==> src/rtl/cp0_pkg.sv <==
// ============================================================
// cp0_pkg : CP0 register numbers, ExcCodes and field positions
// Revision 1.0
// ============================================================
`default_nettype none

package cp0_pkg;

  localparam logic [4:0] REG_BADVADDR = 5'd8;
  localparam logic [4:0] REG_COUNT    = 5'd9;
  localparam logic [4:0] REG_COMPARE  = 5'd11;
  localparam logic [4:0] REG_STATUS   = 5'd12;
  localparam logic [4:0] REG_CAUSE    = 5'd13;
  localparam logic [4:0] REG_EPC      = 5'd14;

  localparam logic [4:0] EXC_INT  = 5'd0;
  localparam logic [4:0] EXC_ADEL = 5'd4;
  localparam logic [4:0] EXC_ADES = 5'd5;
  localparam logic [4:0] EXC_SYS  = 5'd8;
  localparam logic [4:0] EXC_BP   = 5'd9;
  localparam logic [4:0] EXC_RI   = 5'd10;
  localparam logic [4:0] EXC_OV   = 5'd12;

  localparam int STATUS_IE     = 0;
  localparam int STATUS_EXL    = 1;
  localparam int STATUS_IM_LSB = 8;
  localparam int STATUS_BEV    = 22;

  localparam int CAUSE_EXC_LSB = 2;
  localparam int CAUSE_IP_LSB  = 8;
  localparam int CAUSE_TI      = 30;
  localparam int CAUSE_BD      = 31;

  // Only address-error exceptions carry a meaningful faulting address
  function automatic logic is_addr_exc(input logic [4:0] code);
    return (code == EXC_ADEL) || (code == EXC_ADES);
  endfunction

endpackage

`default_nettype wire

==> src/rtl/cp0_timer.sv <==
// ============================================================
// cp0_timer : Count/Compare with clock divider and timer interrupt
// Revision 1.0
// ============================================================
`default_nettype none

module cp0_timer #(
  parameter int TICK_DIV = 2
) (
  input  logic        clk,
  input  logic        reset,
  input  logic        count_we,
  input  logic        compare_we,
  input  logic [31:0] wdata,
  output logic [31:0] count,
  output logic [31:0] compare,
  output logic        ti
);

  localparam int             DIV_W    = (TICK_DIV > 1) ? $clog2(TICK_DIV) : 1;
  localparam logic [DIV_W-1:0] DIV_LAST = DIV_W'(TICK_DIV - 1);
  localparam logic [DIV_W-1:0] DIV_ONE  = DIV_W'(1);

  logic [DIV_W-1:0] r_div;
  logic [31:0]      r_count;
  logic [31:0]      r_compare;
  logic             r_ti;
  logic             w_tick;
  logic [31:0]      w_count_inc;

  assign w_tick      = (r_div == DIV_LAST);
  assign w_count_inc = r_count + 32'd1;

  always_ff @(posedge clk) begin
    if (reset) begin
      r_div     <= '0;
      r_count   <= '0;
      r_compare <= '0;
      r_ti      <= 1'b0;
    end else begin
      if (count_we) begin
        r_count <= wdata;
        r_div   <= '0;
      end else if (w_tick) begin
        r_count <= w_count_inc;
        r_div   <= '0;
      end else begin
        r_div <= r_div + DIV_ONE;
      end

      if (compare_we) begin
        r_compare <= wdata;
      end

      // A Compare write acknowledges the interrupt and beats a same-cycle match
      if (compare_we) begin
        r_ti <= 1'b0;
      end else if (!count_we && w_tick && (w_count_inc == r_compare)) begin
        r_ti <= 1'b1;
      end
    end
  end

  assign count   = r_count;
  assign compare = r_compare;
  assign ti      = r_ti;

endmodule

`default_nettype wire

==> src/rtl/cp0_ctrl.sv <==
// ============================================================
// cp0_ctrl : CP0 registers, exception/ERET/MTC0 commit, interrupts
// Revision 1.0
// ============================================================
`default_nettype none

module cp0_ctrl
  import cp0_pkg::*;
#(
  parameter int NUM_HW_INT = 6,
  parameter int TICK_DIV   = 2,
  parameter int TI_IP_BIT  = 7
) (
  input  logic                  clk,
  input  logic                  reset,
  input  logic [4:0]            raddr,
  output logic [31:0]           rdata,
  input  logic                  mtc0_we,
  input  logic [4:0]            mtc0_addr,
  input  logic [31:0]           mtc0_wdata,
  input  logic                  ex_valid,
  input  logic [4:0]            ex_code,
  input  logic                  ex_bd,
  input  logic [31:0]           ex_pc,
  input  logic [31:0]           ex_badvaddr,
  input  logic                  eret,
  input  logic [NUM_HW_INT-1:0] hw_int,
  output logic                  int_req,
  output logic [31:0]           epc_out,
  output logic                  exl_out
);

  logic [7:0]            r_im;
  logic                  r_exl;
  logic                  r_ie;
  logic                  r_bd;
  logic [4:0]            r_exc_code;
  logic [NUM_HW_INT-1:0] r_hw_ip;
  logic [1:0]            r_sw_ip;
  logic [31:0]           r_epc;
  logic [31:0]           r_badvaddr;
  logic                  r_int_req;

  logic                  w_mtc0;
  logic [31:0]           w_count;
  logic [31:0]           w_compare;
  logic                  w_ti;
  logic [7:0]            w_ip;
  logic [31:0]           w_status;
  logic [31:0]           w_cause;

  // MTC0 only commits when neither an exception nor ERET claims the cycle
  assign w_mtc0 = mtc0_we & ~ex_valid & ~eret;

  cp0_timer #(
    .TICK_DIV (TICK_DIV)
  ) u_timer (
    .clk        (clk),
    .reset      (reset),
    .count_we   (w_mtc0 && (mtc0_addr == REG_COUNT)),
    .compare_we (w_mtc0 && (mtc0_addr == REG_COMPARE)),
    .wdata      (mtc0_wdata),
    .count      (w_count),
    .compare    (w_compare),
    .ti         (w_ti)
  );

  always_comb begin
    w_ip = '0;
    w_ip[1:0] = r_sw_ip;
    for (int i = 0; i < NUM_HW_INT; i++) begin
      w_ip[2+i] = r_hw_ip[i];
    end
    w_ip[TI_IP_BIT] = w_ip[TI_IP_BIT] | w_ti;
  end

  always_ff @(posedge clk) begin
    if (reset) begin
      r_im       <= '0;
      r_exl      <= 1'b0;
      r_ie       <= 1'b0;
      r_bd       <= 1'b0;
      r_exc_code <= '0;
      r_hw_ip    <= '0;
      r_sw_ip    <= '0;
      r_epc      <= '0;
      r_badvaddr <= '0;
      r_int_req  <= 1'b0;
    end else begin
      r_hw_ip   <= hw_int;
      r_int_req <= r_ie & ~r_exl & (|(w_ip & r_im));

      if (ex_valid) begin
        r_exc_code <= ex_code;
        r_exl      <= 1'b1;
        // Nested exceptions keep the original return point
        if (!r_exl) begin
          r_epc <= ex_bd ? (ex_pc - 32'd4) : ex_pc;
          r_bd  <= ex_bd;
        end
        if (is_addr_exc(ex_code)) begin
          r_badvaddr <= ex_badvaddr;
        end
      end else if (eret) begin
        r_exl <= 1'b0;
      end else if (mtc0_we) begin
        case (mtc0_addr)
          REG_STATUS: begin
            r_im  <= mtc0_wdata[STATUS_IM_LSB +: 8];
            r_exl <= mtc0_wdata[STATUS_EXL];
            r_ie  <= mtc0_wdata[STATUS_IE];
          end
          REG_CAUSE: r_sw_ip <= mtc0_wdata[CAUSE_IP_LSB +: 2];
          REG_EPC:   r_epc   <= mtc0_wdata;
          default:   ;
        endcase
      end
    end
  end

  always_comb begin
    w_status = '0;
    w_status[STATUS_BEV]         = 1'b1;
    w_status[STATUS_IM_LSB +: 8] = r_im;
    w_status[STATUS_EXL]         = r_exl;
    w_status[STATUS_IE]          = r_ie;

    w_cause = '0;
    w_cause[CAUSE_BD]           = r_bd;
    w_cause[CAUSE_TI]           = w_ti;
    w_cause[CAUSE_IP_LSB +: 8]  = w_ip;
    w_cause[CAUSE_EXC_LSB +: 5] = r_exc_code;

    case (raddr)
      REG_BADVADDR: rdata = r_badvaddr;
      REG_COUNT:    rdata = w_count;
      REG_COMPARE:  rdata = w_compare;
      REG_STATUS:   rdata = w_status;
      REG_CAUSE:    rdata = w_cause;
      REG_EPC:      rdata = r_epc;
      default:      rdata = '0;
    endcase
  end

  assign int_req = r_int_req;
  assign epc_out = r_epc;
  assign exl_out = r_exl;

endmodule

`default_nettype wire

==> config.mk <==
export PLATFORM = sky130hd
export DESIGN_NAME = cp0_ctrl
export DESIGN_NICKNAME = d
export VERILOG_FILES = /design/src/rtl/cp0_pkg.sv /design/src/rtl/cp0_timer.sv /design/src/rtl/cp0_ctrl.sv
export SDC_FILE = /design/constraint.sdc
export NUM_CORES = 1
export LEC_CHECK = 0
export ABC_AREA = 1
export CAP_MARGIN = 20
export CORE_MARGIN = 4
export CORE_UTILIZATION = 50
export CTS_CLUSTER_DIAMETER = 150
export CTS_CLUSTER_SIZE = 28
export DETAILED_ROUTE_END_ITERATION = 6
export PLACE_DENSITY = 0.78
export SLEW_MARGIN = 20
export SYNTH_ARGS = -nofsm -noshare
export SYNTH_HDL_FRONTEND = slang
export SYNTH_SLANG_ARGS = --single-unit
==> constraint.sdc <==
create_clock -name clk -period 2.5 [get_ports clk]
set_clock_uncertainty 0.05 [all_clocks]
set_input_delay 0.25 -clock clk [delete_from_list [all_inputs] [get_ports clk]]
set_output_delay 0.25 -clock clk [all_outputs]
set_load 0.01 [all_outputs]
==> impl_metrics.sql <==
INSERT INTO impl_metrics (metric_group, metric, value, unit) VALUES
('floorplanning', 'core-area', '0.0180', 'mm²'),
('critical_path', 'timing.reg2reg.setup_slack', '0.18', 'ns'),
('critical_path', 'reg2reg_depth', '12', ''),
('outcome', 'status', 'complete, no violations', ''),
('critical_path', 'crit_path_end_kind', 'primary output', ''),
('floorplanning', 'die_x', '144', 'µm'),
('critical_path', 'reg2reg_from', 'u_timer.count[1]', ''),
('drt', 'm1_wl', '15300', 'µm'),
('min_path', 'hold_path.class', 'in -> reg', ''),
('logic_synthesis', 'syn-instance-count', '1426', ''),
('final_layout', 'layout.filler_cells', '1585', ''),
('logic_synthesis', 'synth_top_cells_by_count', 'sky130_fd_sc_hd__nand2_1, sky130_fd_sc_hd__nor2_1, sky130_fd_sc_hd__dfxtp_1', ''),
('final_layout', 'drive_gt1_frac', '0.0837', ''),
('sta', 'fin_crit_period', '2.39', 'ns'),
('critical_path', 'critPathMostFrequentCell', 'sky130_fd_sc_hd__inv_1', ''),
('floorplanning', 'pin_count', '189', ''),
('drt', 'drt_first_iter_violations', '1469', ''),
('place', 'place_hpwl', '27400', 'µm'),
('logic_synthesis', 'post_synth_and_or_nand_nor_area_fraction', '0.321', ''),
('logic_synthesis', 'synth_area_leader_cell', 'sky130_fd_sc_hd__dfxtp_1', ''),
('floorplanning', 'die_area', '0.0206', 'mm²'),
('final_layout', 'final_core_utilization', '0.679', ''),
('clocking', 'tritoncts_clock_tree', 'done', ''),
('min_path', 'min_delay_worst_endpoint', 'r_hw_ip[3]', ''),
('final_layout', 'fin_nets', '1738', ''),
('floorplanning', 'floorplan.die.height', '144', 'µm'),
('logic_synthesis', 'post_synth_fa_ha_maj_area_fraction', '0.00272', ''),
('logic_synthesis', 'ys_dominant_reg_cell', 'sky130_fd_sc_hd__dfxtp_1', ''),
('power_and_ir_drop', 'worst_ir_drop_vdd', '0.473', 'mV'),
('run', 'cap_violations', '0', ''),
('clocking', 'cts.path.max_buffers', '2', ''),
('logic_synthesis', 'synthMostInstantiatedCell', 'sky130_fd_sc_hd__nand2_1', ''),
('logic_synthesis', 'synth_warnings', '0', ''),
('logic_synthesis', 'post_synth_main_area_contributors', 'sky130_fd_sc_hd__dfxtp_1, sky130_fd_sc_hd__nand2_1, sky130_fd_sc_hd__nor2_1', ''),
('logic_synthesis', 'seq_area_frac_synth', '0.338', ''),
('power_and_ir_drop', 'power_density_over_cell_area', '491', 'mW/mm²'),
('place', 'finalWeightedCongestion', '1.06', ''),
('global_routing', 'grt_max_degree', '108', ''),
('clocking', 'tritoncts.num_buffers', '17', ''),
('place', 'place_ws', '-0.0785', 'ns'),
('logic_synthesis', 'synth-edff-count', '0', ''),
('sta', 'maxSlewViolCount', '0', ''),
('critical_path', 'cp_slowest_stage_delay', '0.50', 'ns'),
('logic_synthesis', 'synthesis.nets', '1551', ''),
('sta', 'highest_attainable_clock_frequency', '419', 'MHz'),
('drt', 'detailroute.via_count', '10800', ''),
('drt', 'routed-wl-met3', '4070', 'µm'),
('global_routing', 'vias_in_the_first_global_route', '9658', ''),
('drt', 'routed_wire_length', '35800', 'µm'),
('sta', 'grt_setup_unrepaired', 'no', ''),
('drt', 'remaining_drc_errors', '0', ''),
('logic_synthesis', 'synth_top_family_by_area', 'simple AND/OR/NAND/NOR gates', ''),
('logic_synthesis', 'synth.cell_area', '0.00919', 'mm²'),
('global_routing', 'grt_antenna_before_repair', '0', ''),
('drt', 'firstDrtPassIters', '6', ''),
('clocking', 'ctsHtreeMaxLevel', '4', ''),
('critical_path', 'worst_setup_path_start_kind', 'input port', ''),
('logic_synthesis', 'postSynthAreaPerCell', '6.44', 'µm²'),
('logic_synthesis', 'synthDistinctLibCells', '49', ''),
('sta', 'timing.final.hold_violations', '0', ''),
('logic_synthesis', 'synth_top_area_frac', '0.338', ''),
('critical_path', 'worst_ep_required_time', '2.20', 'ns'),
('final_layout', 'growth_of_design_area_from_synthesis_to_finish', '33.1', '%'),
('critical_path', 'arrival', '2.09', 'ns'),
('clocking', 'cts_root_buffer', 'sky130_fd_sc_hd__clkbuf_16', ''),
('critical_path', 'crit_fanout', '22', ''),
('min_path', 'worstHoldStart', 'hw_int[3]', ''),
('clocking', 'clk_transition_reported_paths', '0.07', 'ns'),
('sta', 'final_period_util', '0.955', ''),
('critical_path', 'type_of_the_setup_path_with_the_least_slack', 'in -> out', ''),
('drt', 'top_layer', 'met4', '');
## worst max-delay path, delay by kind of cell
kind,cells,cell delay [ns]
buffers and inverters,6,1.31
AND/OR/NAND/NOR,1,0.09
AO/OA/AOI/OAI,2,0.43
## cell families after synthesis
group / count (synthesis)
AO/OA/AOI/OAI: 346
XOR/XNOR: 28
flip-flops: 155
adder cells (fa/ha/maj): 2
AND/OR/NAND/NOR: 684
buffers and inverters: 211
## metal layers
metal	track usage	up-vias
met5	0	-
met4	0.117	0
met3	0.0646	67
met2	0.505	666
met1	0.495	4885
li1	-	5136
## cell usage in the layout, fill, tap and decap left out, drive strengths merged, types with 6 or more instances in the layout
cell           synthesis  final
a21oi                 94     94
a221oi                15     15
a22oi                 23     23
a31oi                 25     25
buf                    6     43
clkbuf                56     18
clkdlybuf4s50          0    154
clkinv                 3      8
dfxtp                155    155
dlygate4sd2            0     16
dlymetal6s2s           0     17
inv                  146    148
nand2                339    339
nand3                 95     95
nand4                 12     12
nor2                 211    211
nor3                  12     12
o211ai                27     27
o21ai                133    133
o221ai                 6      6
o22ai                 10     10
or2                    6      6
xnor2                  8      8
xor2                  17     17
## flip-flops by register name, summed over array words and instances (netlist names)
register and count:
u_timer.count 32, r_sw_ip 2, r_ie 1, r_badvaddr 32, u_timer.ti 1, u_timer.compare 32, int_req 1, r_bd 1
r_exc_code 5, exl_out 1, r_im 8, epc_out 32, u_timer.r_div 1, r_hw_ip 6
## area by class of cell
class	instances	area (µm²)	area share
multi-input cells	1060	5350	0.438
flip-flops and latches	155	3100	0.254
repair buffers	230	2340	0.192
inverters	149	559	0.0457
clock buffers	18	439	0.0359
well taps	229	287	0.0234
clock inverters	13	144	0.0118
## worst max-delay path by stage
stage	from	end	slack, ns	depth (start not counted)
floorplan	u_timer.count[0]	u_timer.ti	0.58	15
global placement	raddr[3]	rdata[11]	-0.09	10
detailed placement	raddr[3]	rdata[11]	-0.08	10
CTS	raddr[3]	rdata[7]	-0.001	10
global route	u_timer.count[1]	u_timer.ti	0.002	15
finish	raddr[4]	rdata[10]	0.11	9
## power breakdown
group / internal [W] / leakage [nW] / total (W) / switching [W]
clock: 0.00150 / 0.275 / 0.00258 / 0.00108
sequential: 0.00254 / 1.26 / 0.00262 / 0.0000734
combinational: 0.000383 / 3.60 / 0.000808 / 0.000425
## per-stage QoR
| step | instance area, µm² | total power [W] | cells | TNS, ns | hold slack (ns) |
|---|---|---|---|---|---|
| 2_1_floorplan | 9190 | 0.00295 | 1426 | 0 | 0.307 |
| 3_3_place_gp | 11600 | 0.00344 | 1823 | -1.26 | 0.399 |
| 3_5_place_dp | 11600 | 0.00345 | 1823 | -1.10 | 0.404 |
| 6_report | 12200 | 0.00600 | 1854 | 0 | 0.292 |
| 5_1_grt | 12200 | 0.00619 | 1854 | 0 | 0.292 |
| 4_1_cts | 12200 | 0.00599 | 1854 | -0.00137 | 0.282 |
## timing repair
item / in CTS / in global routing
setup endpoints to repair: 32 / 17
resized for setup: 21 / 25
gates cloned: 0 / 0
hold endpoints to repair: 0 / 0
Note: power is estimated with default switching activity, not from simulation.
